$ cat src/rtl/tiny86_pkg.sv
// Shared constants and enums for the tiny86 trace step sequencer.
package tiny86_pkg;

  localparam int STEP_W   = 560;
  localparam int REGS_W   = 320;
  localparam int REGS_LSB = 96;

  typedef enum logic [2:0] {
    S_IDLE,
    S_ISSUE,
    S_WAIT,
    S_DONE,
    S_FAIL
  } seq_state_t;

  typedef enum logic [1:0] {
    FAIL_NONE           = 2'd0,
    FAIL_CORE_REJECT    = 2'd1,
    FAIL_CHAIN_MISMATCH = 2'd2,
    FAIL_TIMEOUT        = 2'd3
  } seq_fail_t;

endpackage

$ cat src/rtl/step_prefetch_buf.sv
// One-entry prefetch register (NXT) between the trace source and the sequencer FSM.
module step_prefetch_buf #(
  parameter int STEP_W = 560
) (
  input  logic              clk,
  input  logic              rst,
  input  logic              in_valid,
  output logic              in_ready,
  input  logic [STEP_W-1:0] in_step,
  input  logic              in_last,
  input  logic              block,
  input  logic              pop,
  output logic              nxt_valid,
  output logic [STEP_W-1:0] nxt_step,
  output logic              nxt_last
);

  logic take;

  // Only refill when empty, so a load and a pop never collide.
  assign in_ready = !nxt_valid && !block;
  assign take     = in_valid && in_ready;

  always_ff @(posedge clk) begin
    if (rst) begin
      nxt_valid <= 1'b0;
      nxt_step  <= '0;
      nxt_last  <= 1'b0;
    end else if (take) begin
      nxt_valid <= 1'b1;
      nxt_step  <= in_step;
      nxt_last  <= in_last;
    end else if (pop) begin
      nxt_valid <= 1'b0;
    end
  end

endmodule

$ cat src/rtl/trace_step_sequencer.sv
// Feeds trace steps to the tiny86 step core, chain-checks register state between steps
// and reports a verdict. Optional watchdog enabled by defining TRACE_SEQ_TIMEOUT_EN.
module trace_step_sequencer #(
  parameter int STEP_W   = tiny86_pkg::STEP_W,
  parameter int REGS_LSB = tiny86_pkg::REGS_LSB,
  parameter int REGS_W   = tiny86_pkg::REGS_W,
  parameter int CNT_W    = 32,
  parameter int TIMEOUT  = 1024
) (
  input  logic              clk,
  input  logic              rst,
  input  logic              in_valid,
  output logic              in_ready,
  input  logic [STEP_W-1:0] in_step,
  input  logic              in_last,
  output logic [STEP_W-1:0] core_step,
  output logic              core_valid,
  input  logic              core_done,
  input  logic              core_ok,
  input  logic [REGS_W-1:0] core_next_regs,
  output logic              seq_done,
  output logic              seq_pass,
  output logic [1:0]        seq_fail_code,
  output logic [CNT_W-1:0]  steps_done
);

  import tiny86_pkg::*;

  seq_state_t        state, state_n;
  seq_fail_t         fail_q, fail_n;
  logic [STEP_W-1:0] cur_q;
  logic              cur_last;
  logic [REGS_W-1:0] exp_q;
  logic              have_exp;
  logic [CNT_W-1:0]  steps_q;

  logic              nxt_valid;
  logic [STEP_W-1:0] nxt_step;
  logic              nxt_last;
  logic              pop;
  logic              accept;
  logic              chain_bad;
  logic              wdog_expire;

  step_prefetch_buf #(.STEP_W(STEP_W)) u_nxt (
    .clk       (clk),
    .rst       (rst),
    .in_valid  (in_valid),
    .in_ready  (in_ready),
    .in_step   (in_step),
    .in_last   (in_last),
    .block     (seq_done),
    .pop       (pop),
    .nxt_valid (nxt_valid),
    .nxt_step  (nxt_step),
    .nxt_last  (nxt_last)
  );

  // The first step after reset has no predecessor, so have_exp gates the compare.
  assign chain_bad = have_exp && (nxt_step[REGS_LSB +: REGS_W] != exp_q);

  if (TIMEOUT < 1) begin : g_timeout_unused
  end

`ifdef TRACE_SEQ_TIMEOUT_EN
  localparam int WD_W = $clog2(TIMEOUT + 1);
  logic [WD_W-1:0] wdog_q;

  // Held at zero outside WAIT, so it restarts from zero on every WAIT entry.
  always_ff @(posedge clk) begin
    if (rst || state != S_WAIT) wdog_q <= '0;
    else                        wdog_q <= wdog_q + 1'b1;
  end

  assign wdog_expire = (state == S_WAIT) && (wdog_q == WD_W'(TIMEOUT - 1));
`else
  assign wdog_expire = 1'b0;
`endif

  always_comb begin
    state_n = state;
    fail_n  = fail_q;
    pop     = 1'b0;
    accept  = 1'b0;
    case (state)
      S_IDLE: begin
        if (nxt_valid) begin
          if (chain_bad) begin
            state_n = S_FAIL;
            fail_n  = FAIL_CHAIN_MISMATCH;
          end else begin
            pop     = 1'b1;
            state_n = S_ISSUE;
          end
        end
      end
      S_ISSUE: state_n = S_WAIT;
      S_WAIT: begin
        // A verdict in the same cycle as the watchdog expiry takes priority.
        if (core_done) begin
          if (!core_ok) begin
            state_n = S_FAIL;
            fail_n  = FAIL_CORE_REJECT;
          end else begin
            accept  = 1'b1;
            state_n = cur_last ? S_DONE : S_IDLE;
          end
        end else if (wdog_expire) begin
          state_n = S_FAIL;
          fail_n  = FAIL_TIMEOUT;
        end
      end
      default: ;
    endcase
  end

  always_ff @(posedge clk) begin
    if (rst) begin
      state    <= S_IDLE;
      fail_q   <= FAIL_NONE;
      cur_q    <= '0;
      cur_last <= 1'b0;
      exp_q    <= '0;
      have_exp <= 1'b0;
      steps_q  <= '0;
    end else begin
      state  <= state_n;
      fail_q <= fail_n;
      if (pop) begin
        cur_q    <= nxt_step;
        cur_last <= nxt_last;
      end
      if (accept) begin
        exp_q    <= core_next_regs;
        have_exp <= 1'b1;
        if (steps_q != {CNT_W{1'b1}}) steps_q <= steps_q + 1'b1;
      end
    end
  end

  assign core_step     = cur_q;
  assign core_valid    = (state == S_ISSUE);
  assign seq_done      = (state == S_DONE) || (state == S_FAIL);
  assign seq_pass      = (state == S_DONE);
  assign seq_fail_code = fail_q;
  assign steps_done    = steps_q;

endmodule

$ cat config.mk
export PLATFORM = sky130hd
export DESIGN_NAME = trace_step_sequencer
export DESIGN_NICKNAME = d
export VERILOG_FILES = /design/src/rtl/tiny86_pkg.sv /design/src/rtl/step_prefetch_buf.sv /design/src/rtl/trace_step_sequencer.sv
export SDC_FILE = /design/constraint.sdc
export NUM_CORES = 2
export LEC_CHECK = 0
export CAP_MARGIN = 10
export CORE_AREA = 2 2 574 576
export CTS_CLUSTER_DIAMETER = 30
export DETAILED_ROUTE_END_ITERATION = 12
export DIE_AREA = 0 0 576 578
export HOLD_SLACK_MARGIN = 0.12
export PLACE_DENSITY_LB_ADDON = 0.1
export SETUP_SLACK_MARGIN = 0.4
export SYNTH_ARGS = -nofsm -noshare
export SYNTH_HDL_FRONTEND = slang
export SYNTH_HIERARCHICAL = 1
export SYNTH_SLANG_ARGS = --single-unit
$ cat constraint.sdc
create_clock -name clk -period 3.36 [get_ports clk]
set_clock_uncertainty 0.1 [all_clocks]
set_input_delay 0.672 -clock clk [delete_from_list [all_inputs] [get_ports clk]]
set_output_delay 0.672 -clock clk [all_outputs]
set_load 0.01 [all_outputs]
==> flow_metrics.env <==
export IMPL_clock_latency_ns=1.01
export IMPL_tightest_slew_ns=1.37
export IMPL_fin_area_um2=112000
export IMPL_final_nets=10129
export IMPL_synth_top_area_share_pct=45.1
export IMPL_maxSlewHeadroom_pct=8.03
export IMPL_required_ns=4.14
export IMPL_post_place_ws_ns=-0.823
export IMPL_whs_path_depth=3
export IMPL_grt_pass1_vias=59731
export IMPL_multi_input_area_um2=34200
export IMPL_drive_above_1_share_pct=12.9
export IMPL_synth_warnings=6
export IMPL_whs_endpoint="exp_q[248]$_SDFFE_PP0P_"
export IMPL_nFillCells=33298
export IMPL_root_buffer="clkbuf_16"
export IMPL_worstReg2RegEnd="core_step[483]$_SDFFE_PP0P_"
export IMPL_fp_row_count=210
export IMPL_wirelength_um=380000
export IMPL_synth_edf_count=0
export IMPL_grt_setup_unrepaired="yes"
export IMPL_h_tree_depth=6
export IMPL_gp_congestion=0.855
export IMPL_reg2regPathDepth=13
export IMPL_grt_pass1_wl_um=500000
export IMPL_ioPinCount=1484
export IMPL_final_cell_mix="2246 x nand2b_1, 1480 x clkdlybuf4s50_1, 1471 x dfxtp_1, 1117 x mux2i_1, 656 x nand2_1"
export IMPL_clock_sinks=1481
export IMPL_start_kind="register"
export IMPL_clock_path_buffers=4
export IMPL_r2r_start="u_nxt/nxt_step[155]$_SDFFE_PP0P_"
export IMPL_yosysSeqAreaShare_pct=45.1
export IMPL_dpl_cell_area_um2=87100
export IMPL_core_area_um2=326000
export IMPL_synth_cells=6909
export IMPL_setup_violations=566
export IMPL_seqCellArea_um2=29700
export IMPL_vias=57423
export IMPL_final_common_cell="nand2b_1"
export IMPL_die_area_um2=333000
export IMPL_power_density_nw_per_um2=689
export IMPL_cp_slowest_stage_delay_ns=0.70
export IMPL_p_total_mw=76.8
export IMPL_drt_iter0_drc=3027
export IMPL_cts_tree="built"
export IMPL_grt_overflow_total=0
export IMPL_hold_viol=0
export IMPL_crit_path_end_kind="register"
export IMPL_via_per_inst=4.09
export IMPL_synth_distinct_cells=41
export IMPL_maxSlewViolCount=0
export IMPL_grt_start_max_net_pins=166
export IMPL_fin_util_pct=34.2
export IMPL_cap_violations=0
export IMPL_synthFlopType="dfxtp_1"
export IMPL_synthesis_nets=7796
export IMPL_instances_no_fill=14051
export IMPL_grt_use_total_pct=21.7
export IMPL_numCtsBuffers=528
export IMPL_fin_ws_ns=-0.402
export IMPL_die_h_um=578
export IMPL_hp_class="input port to register"
export IMPL_crit_slowest_cell="nor4_1"
export IMPL_dp_cells=12543
export IMPL_syn_area_um2=65800
export IMPL_finalCritPeriodShare_pct=112
export IMPL_path_clk_slew_ns=0.04
export IMPL_avgSynthCellArea_um2=9.52
export IMPL_failed_checks="setup timing"
export IMPL_synthToLayoutAreaGrowth_pct=69.6
export IMPL_dp_final_hpwl_um=293000
export IMPL_status="finished with violations"
export IMPL_ys_ff_latch=1481
export IMPL_async_flop_share_pct=0
export IMPL_io_buffers=1483
export IMPL_p_leak_nw=42.5
export IMPL_crit_path_max_fanout=11
export IMPL_arrival_ns=4.54
export IMPL_fmax_ghz=0.266
export IMPL_synth_top_area_cell="dfxtp_1"
export IMPL_cp_num_buf_inv=6
export IMPL_critPathKind="register to register"
export IMPL_antenna_found_initial=202
export IMPL_cpLargestDelayFamily="simple AND/OR/NAND/NOR gates"
export IMPL_hp_start="core_next_regs[248]"
export IMPL_fp_dieW_um=576
export IMPL_initial_utilization_pct=20.2
export IMPL_vdd_drop_max_uv=491
export IMPL_routedWlPerCell_um=27.0
export IMPL_rrSetupSlack_ns=-0.40
export IMPL_crit_chain="xor2_1 > nor4_1 > buf_4 > nand4_1 > nor4_2 > nand4_1 > buf_4 > o32ai_4 > buf_6 > buf_12 > clkbuf_16 > buf_16 > mux2i_1"
export IMPL_drcViolationCount=0
export IMPL_first_pass_iters=4
export IMPL_synthTopCellsByArea="dfxtp_1 45%, nand2b_1 21%, mux2i_1 17%"
export IMPL_period_minus_slack_ns=3.76
export IMPL_ant_nets=0
stage by stage:
stage          TNS (ns)  hold WS, ns
2_1_floorplan         0        0.336
3_3_place_gp    -569.71        0.353
3_5_place_dp    -415.16        0.354
4_1_cts         -135.86        0.120
5_1_grt         -211.91        0.155
6_report        -157.19        0.203
kinds of logic (layout without fill, tap and decap cells):
group           Yosys count  in the layout  share of synthesized area [%]
buf+inv                 502           3234                           3.59
mux                    1123           1123                           17.1
compound gates          359            359                           2.82
simple gates           3104           3104                           26.9
fa+ha+maj                 1              1                         0.0190
other cells               0             64                              0
xor+xnor                339            339                           4.52
flops                  1481           1481                           45.1
area by class of cell:
class | count | area share (%)
clock inverter | 174 | 2.30
multi-input combinational | 4926 | 30.7
clock buffer | 755 | 13.6
antenna | 64 | 0.144
inverter | 13 | 0.0438
sequential | 1481 | 26.6
timing repair buffer | 2292 | 21.8
tap | 4346 | 4.88
flip-flops by register name (all words and copies together), names as in the netlist:
name and count:
core_step 560, u_nxt/nxt_step 560, exp_q 320, steps_done 32, state 3, seq_fail_code 2, cur_last 1, have_exp 1
u_nxt/nxt_last 1, u_nxt/nxt_valid 1
report_power, final:
part           switching, mW  internal (mW)
Sequential             0.788           18.6
Clock                   14.5           33.6
Combinational           4.58           4.72
Total                   19.9           56.9
worst register-to-register path: stages, from the launching register on:
cell and delay (ns):
dfxtp_1 0.39, xor2_1 0.22, nor4_1 0.70, buf_4 0.24, nand4_1 0.09, nor4_2 0.36
nand4_1 0.18, buf_4 0.18, o32ai_4 0.16, buf_6 0.19, buf_12 0.13, clkbuf_16 0.25
buf_16 0.21, mux2i_1 0.21
layer usage:
layer	global-route usage, %	vias up	share of wire [%]
met4	8.14	92	3.8
met3	7.45	724	7.9
met2	36.0	1994	47
met1	25.7	27218	42
met5	0	-	0.16
li1	-	27395	-
cell usage after synthesis (2+ instances only):
cell type and instances:
or3_1 9, o31ai_1 3, xor2_1 300, buf_2 43, buf_8 2, buf_6 20
buf_4 67, nor2_1 41, nand2b_1 2246, clkbuf_1 345, a211oi_1 3, xnor2_1 39
nand2_1 656, a21oi_1 331, and3_1 4, nand4_1 31, and2_1 3, mux2i_1 1123
inv_1 13, and4_1 4, nand3_1 12, dfxtp_1 1481, o21ai_0 10, a2111oi_0 2
nor4_1 78, or4_1 2, buf_1 12, o22ai_1 2, nor3_1 9, nor2b_1 7
repair_timing:
action | CTS | global route
pin swaps | 9 | 7
setup endpoints to repair | 604 | 585
buffers inserted | 22 | 12
endpoints found under the hold margin | 448 | 0
hold buffers | 442 | 0
gates resized for setup | 93 | 66
gates cloned | 12 | 27
worst max path at each step:
stage | to | depth (start not counted) | slack, ns | startpoint
6_report | core_step[483]$_SDFFE_PP0P_ | 13 | -0.40 | u_nxt/nxt_step[155]$_SDFFE_PP0P_
5_1_grt | core_step[499]$_SDFFE_PP0P_ | 14 | -0.49 | exp_q[11]$_SDFFE_PP0P_
4_1_cts | core_step[555]$_SDFFE_PP0P_ | 14 | -0.32 | exp_q[88]$_SDFFE_PP0P_
3_5_place_dp | core_step[91]$_SDFFE_PP0P_ | 12 | -0.82 | exp_q[246]$_SDFFE_PP0P_
3_3_place_gp | core_step[169]$_SDFFE_PP0P_ | 13 | -1.10 | u_nxt/nxt_step[280]$_SDFFE_PP0P_
2_1_floorplan | u_nxt/nxt_valid$_SDFFE_PP0P_ | 10 | 0.90 | u_nxt/nxt_step[321]$_SDFFE_PP0P_
(Power assumes the default switching activity.)
